## config.mk

```make
export PLATFORM = sky130hd
export DESIGN_NAME = rng_uart_tx
export DESIGN_NICKNAME = d
export VERILOG_FILES = /design/src/rtl/rng_uart_tx_pkg.sv /design/src/rtl/rng_byte_fifo.sv /design/src/rtl/rng_uart_tx.sv
export SDC_FILE = /design/constraint.sdc
export NUM_CORES = 1
export LEC_CHECK = 0
export CAP_MARGIN = 30
export CORE_UTILIZATION = 40
export CTS_CLUSTER_DIAMETER = 200
export CTS_CLUSTER_SIZE = 14
export DETAILED_ROUTE_END_ITERATION = 8
export GPL_ROUTABILITY_DRIVEN = 0
export GPL_TIMING_DRIVEN = 1
export SLEW_MARGIN = 25
export SYNTH_ARGS = -nofsm -noshare
export SYNTH_HDL_FRONTEND = slang
export SYNTH_SLANG_ARGS = --single-unit
```

## constraint.sdc

```tcl
create_clock -name clk -period 2.9 [get_ports clk]
set_input_delay 0.87 -clock clk [delete_from_list [all_inputs] [get_ports clk]]
set_output_delay 0.87 -clock clk [all_outputs]
set_load 0.005 [all_outputs]
```

## src/rtl/rng_uart_tx_pkg.sv

```systemverilog
// Shared definitions for the TRNG byte packer / UART transmitter.
package rng_uart_tx_pkg;

   localparam int unsigned UART_DATA_BITS = 8;

   typedef enum logic [1:0] {
      TX_IDLE  = 2'd0,
      TX_START = 2'd1,
      TX_DATA  = 2'd2,
      TX_STOP  = 2'd3
   } tx_state_e;

endpackage

```

## src/rtl/rng_byte_fifo.sv

```systemverilog
// Small synchronous FIFO; a push into a full FIFO is accepted only when a pop happens in the same cycle.
module rng_byte_fifo #(
   parameter int unsigned WIDTH = 8,
   parameter int unsigned DEPTH = 4
) (
   input  logic             clk,
   input  logic             reset,
   input  logic             push,
   input  logic             pop,
   input  logic [WIDTH-1:0] din,
   output logic [WIDTH-1:0] dout,
   output logic             empty,
   output logic             full
);

   localparam int unsigned AW = $clog2(DEPTH);
   localparam int unsigned CW = $clog2(DEPTH + 1);

   logic [WIDTH-1:0] mem_q [DEPTH];
   logic [AW-1:0]    wr_ptr_q;
   logic [AW-1:0]    rd_ptr_q;
   logic [CW-1:0]    count_q;
   logic [CW-1:0]    count_d;
   logic             empty_q;
   logic             full_q;
   logic             do_push;
   logic             do_pop;

   assign do_pop  = pop && !empty_q;
   assign do_push = push && (!full_q || do_pop);
   assign dout    = mem_q[rd_ptr_q];
   assign empty   = empty_q;
   assign full    = full_q;

   // Occupancy after this cycle's push/pop
   always_comb begin
      count_d = count_q + CW'(do_push) - CW'(do_pop);
   end

   // Pointers, occupancy and registered flags
   always_ff @(posedge clk or negedge reset) begin
      if (!reset) begin
         wr_ptr_q <= '0;
         rd_ptr_q <= '0;
         count_q  <= '0;
         empty_q  <= 1'b1;
         full_q   <= 1'b0;
      end else begin
         if (do_push) wr_ptr_q <= wr_ptr_q + AW'(1);
         if (do_pop)  rd_ptr_q <= rd_ptr_q + AW'(1);
         count_q <= count_d;
         empty_q <= (count_d == '0);
         full_q  <= (count_d == CW'(DEPTH));
      end
   end

   // Storage array, no reset needed
   always_ff @(posedge clk) begin
      if (do_push) mem_q[wr_ptr_q] <= din;
   end

endmodule

```

## src/rtl/rng_uart_tx.sv

```systemverilog
// TRNG bit collector: synchronizes the bit stream, packs bytes LSB first, buffers them and
// sends each as a UART 8N1 frame. Define VON_NEUMANN_EN to debias bit pairs before packing.
module rng_uart_tx
   import rng_uart_tx_pkg::*;
#(
   parameter int unsigned CLKS_PER_BIT = 434,
   parameter int unsigned FIFO_DEPTH   = 4,
   parameter int unsigned SYNC_STAGES  = 2
) (
   input  logic clk,
   input  logic reset,
   input  logic random_Bit,
   input  logic low_Freq_Clk,
   input  logic tx_Enable,
   output logic uart_Tx,
   output logic tx_Busy,
   output logic fifo_Full,
   output logic overflow_Sticky
);

   localparam int unsigned BAUD_W    = $clog2(CLKS_PER_BIT);
   localparam int unsigned BIT_IDX_W = $clog2(UART_DATA_BITS);

   logic [SYNC_STAGES-1:0]    bit_sync_q;
   logic [SYNC_STAGES-1:0]    lfc_sync_q;
   logic                      lfc_prev_q;
   logic                      strobe_c;
   logic                      bit_s;
   logic                      pack_en_c;
   logic                      pack_bit_c;
   logic [BIT_IDX_W-1:0]      bit_cnt_q;
   logic [UART_DATA_BITS-1:0] pack_q;
   logic [UART_DATA_BITS-1:0] push_data_q;
   logic                      push_q;
   logic                      overflow_q;
   logic                      fifo_pop_c;
   logic                      fifo_empty;
   logic                      fifo_full;
   logic [UART_DATA_BITS-1:0] fifo_dout;
   tx_state_e                 state_q;
   logic [BAUD_W-1:0]         baud_q;
   logic                      baud_wrap_c;
   logic [BIT_IDX_W-1:0]      bit_idx_q;
   logic [UART_DATA_BITS-1:0] shift_q;
   logic                      uart_q;
   logic                      busy_q;

   // Bring the TRNG bit and its strobe clock into the clk domain
   always_ff @(posedge clk or negedge reset) begin
      if (!reset) begin
         bit_sync_q <= '0;
         lfc_sync_q <= '0;
         lfc_prev_q <= 1'b0;
      end else begin
         bit_sync_q <= {bit_sync_q[SYNC_STAGES-2:0], random_Bit};
         lfc_sync_q <= {lfc_sync_q[SYNC_STAGES-2:0], low_Freq_Clk};
         lfc_prev_q <= lfc_sync_q[SYNC_STAGES-1];
      end
   end

   // Falling edge of the synced strobe clock: the bit has been stable for half a period
   assign strobe_c = lfc_prev_q & ~lfc_sync_q[SYNC_STAGES-1];
   assign bit_s    = bit_sync_q[SYNC_STAGES-1];

`ifdef VON_NEUMANN_EN
   logic pair_phase_q;
   logic pair_first_q;

   // Pair tracking: 01 -> 0, 10 -> 1, equal pairs are discarded
   always_ff @(posedge clk or negedge reset) begin
      if (!reset) begin
         pair_phase_q <= 1'b0;
         pair_first_q <= 1'b0;
      end else if (strobe_c) begin
         pair_phase_q <= ~pair_phase_q;
         if (!pair_phase_q) pair_first_q <= bit_s;
      end
   end

   assign pack_en_c  = strobe_c & pair_phase_q & (pair_first_q ^ bit_s);
   assign pack_bit_c = pair_first_q;
`else
   assign pack_en_c  = strobe_c;
   assign pack_bit_c = bit_s;
`endif

   // Packer: LSB-first bit assembly, byte handed to the FIFO the cycle after the 8th bit
   always_ff @(posedge clk or negedge reset) begin
      if (!reset) begin
         bit_cnt_q   <= '0;
         pack_q      <= '0;
         push_data_q <= '0;
         push_q      <= 1'b0;
      end else begin
         push_q <= 1'b0;
         if (pack_en_c) begin
            pack_q[bit_cnt_q] <= pack_bit_c;
            if (bit_cnt_q == BIT_IDX_W'(UART_DATA_BITS - 1)) begin
               push_q      <= 1'b1;
               push_data_q <= {pack_bit_c, pack_q[UART_DATA_BITS-2:0]};
               bit_cnt_q   <= '0;
            end else begin
               bit_cnt_q <= bit_cnt_q + BIT_IDX_W'(1);
            end
         end
      end
   end

   // Sticky flag for a packed byte that found the FIFO full with no pop to make room
   always_ff @(posedge clk or negedge reset) begin
      if (!reset) begin
         overflow_q <= 1'b0;
      end else if (push_q && fifo_full && !fifo_pop_c) begin
         overflow_q <= 1'b1;
      end
   end

   rng_byte_fifo #(
      .WIDTH (UART_DATA_BITS),
      .DEPTH (FIFO_DEPTH)
   ) u_fifo (
      .clk   (clk),
      .reset (reset),
      .push  (push_q),
      .pop   (fifo_pop_c),
      .din   (push_data_q),
      .dout  (fifo_dout),
      .empty (fifo_empty),
      .full  (fifo_full)
   );

   assign fifo_pop_c  = (state_q == TX_IDLE) && tx_Enable && !fifo_empty;
   assign baud_wrap_c = (baud_q == BAUD_W'(CLKS_PER_BIT - 1));

   // UART 8N1 transmitter with registered line and busy outputs
   always_ff @(posedge clk or negedge reset) begin
      if (!reset) begin
         state_q   <= TX_IDLE;
         baud_q    <= '0;
         bit_idx_q <= '0;
         shift_q   <= '0;
         uart_q    <= 1'b1;
         busy_q    <= 1'b0;
      end else begin
         case (state_q)
            TX_IDLE: begin
               if (fifo_pop_c) begin
                  shift_q <= fifo_dout;
                  baud_q  <= '0;
                  uart_q  <= 1'b0;
                  busy_q  <= 1'b1;
                  state_q <= TX_START;
               end
            end
            TX_START: begin
               if (baud_wrap_c) begin
                  baud_q    <= '0;
                  bit_idx_q <= '0;
                  uart_q    <= shift_q[0];
                  shift_q   <= {1'b0, shift_q[UART_DATA_BITS-1:1]};
                  state_q   <= TX_DATA;
               end else begin
                  baud_q <= baud_q + BAUD_W'(1);
               end
            end
            TX_DATA: begin
               if (baud_wrap_c) begin
                  baud_q <= '0;
                  if (bit_idx_q == BIT_IDX_W'(UART_DATA_BITS - 1)) begin
                     uart_q  <= 1'b1;
                     state_q <= TX_STOP;
                  end else begin
                     bit_idx_q <= bit_idx_q + BIT_IDX_W'(1);
                     uart_q    <= shift_q[0];
                     shift_q   <= {1'b0, shift_q[UART_DATA_BITS-1:1]};
                  end
               end else begin
                  baud_q <= baud_q + BAUD_W'(1);
               end
            end
            TX_STOP: begin
               if (baud_wrap_c) begin
                  baud_q  <= '0;
                  busy_q  <= 1'b0;
                  state_q <= TX_IDLE;
               end else begin
                  baud_q <= baud_q + BAUD_W'(1);
               end
            end
            default: begin
               uart_q  <= 1'b1;
               busy_q  <= 1'b0;
               state_q <= TX_IDLE;
            end
         endcase
      end
   end

   assign uart_Tx         = uart_q;
   assign tx_Busy         = busy_q;
   assign fifo_Full       = fifo_full;
   assign overflow_Sticky = overflow_q;

endmodule
```

* Word level (Yosys, flattened, before mapping) *
Memories as Yosys holds them, arrays and structs flattened.
Index checks and enable logic that the tools add are counted.

cells by class
  bitwise logic cells = 2
  equality and inequality tests = 13
  reductions and logical operators = 23
  muxes and demuxes = 34
  magnitude comparators = 2
  add/sub/neg operators = 7

operator list
  kind                                                 count
  two-way mux 8 bit                                    4
  one-hot mux 8 bit (3 select lines)                   1
  two-way mux 9 bit                                    2
  one-hot mux 9 bit (2 select lines)                   1
  two-way mux 3 bit                                    4
  inequality test 2 bit (second input constant)        6
  two-way mux 1 bit                                    11
  two-way mux 2 bit                                    5
  AND reduction 5 bit                                  2
  adder 9 x 1 -> 9 bit (second input constant)         1
  == test 3 bit (second input constant)                3
  == test 9 bit (second input constant)                1
  bitwise mux 8 bit                                    1
  one-hot mux 2 bit (4 select lines)                   1
  AND reduction 4 bit                                  2
  logical AND 1 bit                                    7
  adder 3 x 1 -> 3 bit (second input constant)         2
  one-hot mux 3 bit (2 select lines)                   1
  adder 2 x 1 -> 2 bit (second input constant)         2
  == test 2 bit (second input constant)                2
  < comparator 3 x 4 -> 1 bit (second input constant)  1
  nonzero test 2 bit                                   2
  adder 3 x 1 -> 3 bit                                 1
  demux 1 bit (select 3 bit)                           1
  15 further kinds                                     17

storage, ports and cells
  output and inout port bits = 4
  bits of input ports = 5
  word-level logic and storage cells = 101
  memory bits (writable) = 32
  flip-flop bits (word level) = 59
  memories kept = 1

memories
  memory        words  width  read ports  clocked after memory_dff  write ports  RTL line             RTL
  u_fifo.mem_q  4      8      1           0                         1            rng_byte_fifo.sv:19  logic [WIDTH-1:0] mem_q [DEPTH];

* Logic depth before layout (Yosys ltp) *
  depth after elaboration = 9
  depth in mapped cells = 14
  mapped depth without buffers = 13

* Modules after synthesis *
A second synthesis with hierarchy kept.

unflattened totals
  cells, all modules = 274
  area, all modules = 4012.6 um^2

modules (own cells, without submodules)
  module         cells each  times used  area an instance (um^2)  sequential area each (um^2)
  rng_uart_tx    194         1           2373.5                   1227.4
  rng_byte_fifo  80          1           1639.1                   1187.4

* Worst setup path after synthesis *
No wires, ideal clock.

  kind = input-to-reg
  start point = input port tx_Enable
  end point = register u_fifo.full_q, in the netlist u_fifo.full
  cell stages on the path = 10
  required time = 2.812 ns
  setup slack = 0.014 ns
  arrival = 2.797 ns
  library setup time = 0.088 ns
  buffers on the path = 1
  path through = nand2b_1 > or2_2 > clkbuf_1 > a21boi_1 > ha_1 > inv_1 > fa_1 > xnor2_1 > xnor2_1 > nor3b_1

on the way
  word-level cells in the longest chain between the ends = 8

ends and longest elaborated chain
  what                            RTL line             RTL
  start: declaration              rng_uart_tx.sv:14    input logic tx_Enable,
  logical AND 1 bit (2 in a row)  rng_uart_tx.sv:132   assign fifo_pop_c = (state_q == TX_IDLE) && tx_Enable && !fifo_empty;
  logical AND 1 bit               rng_byte_fifo.sv:29  assign do_pop = pop && !empty_q;
  logical OR 1 bit                rng_byte_fifo.sv:30  assign do_push = push && (!full_q || do_pop);
  logical AND 1 bit               rng_byte_fifo.sv:30
  via u_fifo.do_push              rng_byte_fifo.sv:26  logic do_push;
  adder 3 x 1 -> 3 bit            rng_byte_fifo.sv:37  count_d = count_q + CW'(do_push) - CW'(do_pop);
  subtractor 3 x 1 -> 3 bit       rng_byte_fifo.sv:37
  via u_fifo.count_d[2]           rng_byte_fifo.sv:23  logic [CW-1:0] count_d;
  == test 3 bit                   rng_byte_fifo.sv:53  full_q <= (count_d == CW'(DEPTH));
  end signal: assignment          rng_byte_fifo.sv:53
  end: declaration                rng_byte_fifo.sv:25  logic full_q;

The timed path passes the listed nets, and every way through them passes these cells.
A chain may end at the register's enable or synchronous reset.

* Worst setup path in the final report *
  start point = input port tx_Enable
  end point = register u_fifo.full_q, in the netlist u_fifo.full

on the way
  word-level cells in the longest chain between the ends = 8

ends and longest elaborated chain
  what                              RTL line             RTL
  logical AND 1 bit * (2 in a row)  rng_uart_tx.sv:132
  logical AND 1 bit *               rng_byte_fifo.sv:29
  via u_fifo.do_pop                 rng_byte_fifo.sv:27  logic do_pop;
  logical OR 1 bit                  rng_byte_fifo.sv:30
  logical AND 1 bit                 rng_byte_fifo.sv:30
  adder 3 x 1 -> 3 bit              rng_byte_fifo.sv:37
  subtractor 3 x 1 -> 3 bit *       rng_byte_fifo.sv:37
  via u_fifo.count_d[2]             rng_byte_fifo.sv:23
  == test 3 bit *                   rng_byte_fifo.sv:53

Mark *: on every way through the listed nets, which the timed path passes. The rest lies on a longest branch.

==> flow_summary.json <==
{
  "status": "finished clean",
  "antenna_cells": 0,
  "synth_edf_count": 32,
  "yosys.area_share.adder_pct": 6.10,
  "detail_route.iter0.violations": 64,
  "synth_top_family_by_area": "multiplexers",
  "port-buffer-count": 8,
  "grt_setup_unrepaired": "no",
  "vias_per_cell": 4.89,
  "yosysSeqAreaShare_pct": 60.1,
  "setup_viol": 0,
  "critPathKind": "in2reg",
  "wl_met1_um": 3180,
  "swShare_pct": 24.7,
  "initial_core_util_pct": 41.1,
  "arrival_ns": 3.05,
  "syn-cell-area_um2": 4020,
  "antenna_found_initial": 0,
  "place_area_um2": 4330,
  "yosys-mux-area-fraction_pct": 12.2,
  "fmax_mhz": 360,
  "maxSlewHeadroom_pct": 45.6,
  "htreeDepth": 3,
  "wl_met2_um": 3150,
  "fin_area_um2": 4610,
  "p_leak_nw": 1.99,
  "track_usage_pct": 14.7,
  "skew_ns": 0.0129,
  "synthTopCellsByArea": "dfrtp_1 (35%), edfxtp_1 (24%), mux2_2 (11%)",
  "grt_pass1_wl_um": 11700,
  "drv_cap": 0,
  "dp_hpwl_um": 4440,
  "nets": 356,
  "min_path_type": "reg2reg",
  "p_total_w": 0.00302,
  "synthCells": 308,
  "dr.pass1.iters": 6,
  "routed_wl_um": 6560,
  "rows": 36,
  "wl_per_cell_um": 14.0,
  "boundaryPins": 9,
  "synth-seq-cells": 90,
  "cts_tree": "yes",
  "via_count": 2299,
  "yosys.area.top_type": "dfrtp_1",
  "globalRouteOverflowTotal": 0,
  "synth-simple-area-share_pct": 9.93,
  "clkSinkCount": 90,
  "cts_hold_buf": 0,
  "synth_cell_type_count": 42,
  "drive_above_1_share_pct": 24.6,
  "synth_compound_gate_area_share_pct": 7.47,
  "cts-root-buf": "clkbuf_8",
  "final_antenna_net_count": 0,
  "maxSlewViolCount": 0,
  "grt_max_degree": 42,
  "synth_top_area_share_pct": 34.9,
  "power_per_cell_area_nw_per_um2": 655,
  "final_cell_mix": "dfrtp_1 (56), mux2_2 (38), edfxtp_1 (32)",
  "power.net_switching_w": 0.000746,
  "fp.dieArea_um2": 10500,
  "async_reset_ff_share_pct": 64.4,
  "pwr-share-seq_pct": 54.6,
  "timing.final.crit_share_pct": 95.7,
  "hold_start": "lfc_sync_q[0]$_DFF_PN0_",
  "placeableCoreArea_um2": 9770,
  "fin_crit_ns": 2.77,
  "routed-wl-met3_um": 167,
  "drcViolationCount": 0,
  "clk_path_buf_depth": 2,
  "startpoint_type": "input port",
  "yosysWarnings": 0,
  "top_layer_used": "met4",
  "layout_commonest_cell": "dfrtp_1",
  "worst_pin_slew_ns": 0.806,
  "p_comb_share_pct": 12.2,
  "final_util_pct": 47.1,
  "cts_inserted_buffers": 9,
  "clkPwrFrac_pct": 33.2,
  "clkTransAtPathRegs_ns": 0.09,
  "path_max_fanout": 3,
  "crit_path_end_kind": "flop",
  "intPower_w": 0.00227,
  "postSynthAreaPerCell_um2": 13.0,
  "vdd_drop_max_uv": 367,
  "die_width_um": 102,
  "crit_required_ns": 3.17,
  "syn-num-nets": 332,
  "die_height_um": 102,
  "synth_xor_area_share_pct": 1.09,
  "startpoint": "tx_Enable",
  "rr_startpoint": "state_q[0]$_DFFE_PN0P_",
  "hold_violations": 0,
  "grt_pass1_vias": 2414,
  "area_growth_pct": 14.6,
  "clk_latency_ns": 0.35,
  "synth_ff_type": "dfrtp_1"
}
## synthesized netlist by cell type, types with 2 or more instances
master and count:
nor3b_1 3, nand3b_1 2, nand2_1 26, edfxtp_1 32
mux2_2 38, dfrtp_1 56, o22ai_1 8, o21ai_0 10
a21oi_1 11, nor2_1 5, clkbuf_1 6, or2_2 4
nor3_1 3, a31oi_1 4, nand3_1 7, dfstp_2 2
nand4_1 4, nand2b_1 5, mux2i_1 4, nor2b_1 2
ha_1 18, a22o_1 3, and2_1 7, xnor2_1 5
inv_1 26
## routing by layer
metal | vias up | track usage [%]
li1 | 1142 | -
met1 | 1134 | 18.8
met2 | 16 | 24.4
met3 | 7 | 4.17
met4 | 0 | 4.29
met5 | - | 0
## area by class of cell
cell class                 count  area, µm²
clock buffer                  12        188
clock inverter                 4       58.8
fill                         880       5170
inverter                      26       97.6
multi-input combinational    185       1500
sequential                    90       2410
tap                          133        166
timing repair buffer          20        178
## kinds of logic (layout without fill, tap and decap cells)
kind of cell	Yosys count	count (layout)
AO/OA/AOI/OAI	45	45
AND/OR/NAND/NOR	73	73
XOR/XNOR	5	5
flip-flops	90	90
adder cells (fa/ha/maj)	19	19
multiplexers	43	43
buffers and inverters	33	62
## power groups by stage
stage / logic (W) / registers (W) / clock network (W)
6_report: 0.000370 / 0.00165 / 0.00100
2_1_floorplan: 0.000239 / 0.00162 / 0
3_5_place_dp: 0.000325 / 0.00167 / 0
4_1_cts: 0.000354 / 0.00164 / 0.00103
3_3_place_gp: 0.000312 / 0.00166 / 0
5_1_grt: 0.000423 / 0.00167 / 0.00108
## timing repair
| item | 4_1_cts | 5_1_grt |
|---|---|---|
| pin swaps | 1 | 1 |
| gates resized for setup | 2 | 4 |
| setup buffers | 1 | 0 |
| endpoints found under the setup margin | 1 | 3 |
| gates cloned | 0 | 0 |
## per-stage QoR
| stage | setup slack (ns) | hold slack, ns | setup TNS (ns) | std cells |
|---|---|---|---|---|
| 2_1_floorplan | 0.0143 | 0.331 | 0 | 308 |
| 3_3_place_gp | -0.300 | 0.334 | -0.611 | 453 |
| 3_5_place_dp | -0.392 | 0.343 | -0.892 | 453 |
| 4_1_cts | 0.00625 | 0.361 | 0 | 470 |
| 5_1_grt | 0.0114 | 0.367 | 0 | 470 |
| 6_report | 0.125 | 0.357 | 0 | 470 |
## flip-flops by register name, indices dropped and copies added (netlist names), 3 cells and up
| name | flops |
|---|---|
| u_fifo.mem_q | 32 |
| baud_q | 9 |
| push_data_q | 8 |
| shift_q | 8 |
| pack_q | 7 |
| bit_cnt_q | 3 |
| bit_idx_q | 3 |
| u_fifo.count_q | 3 |
## final timing paths
kind / endpoint / slack, ns / depth (start not counted)
worst max-delay path: u_fifo.full$_DFF_PN0_ / 0.13 / 12
worst min-delay path: lfc_sync_q[1]$_DFF_PN0_ / 0.36 / 0
worst max register to register: u_fifo.full$_DFF_PN0_ / 0.29 / 13
worst min register to register: lfc_sync_q[1]$_DFF_PN0_ / 0.36 / 0
max in group asynchronous: u_fifo.empty$_DFF_PN1_ / 1.83 / 2
min in group asynchronous: baud_q[4]$_DFFE_PN0P_ / 0.45 / 1
## critical path, cell delays in order
cell and delay [ns]:
clkdlybuf4s50_1 0.46, nand2b_1 0.07, or2_4 0.24, inv_2 0.06
ha_1 0.23, inv_1 0.06, ha_1 0.13, inv_1 0.05
fa_2 0.35, xnor2_2 0.20, xnor2_2 0.15, nor3b_2 0.18
(Power assumes the default switching activity.)
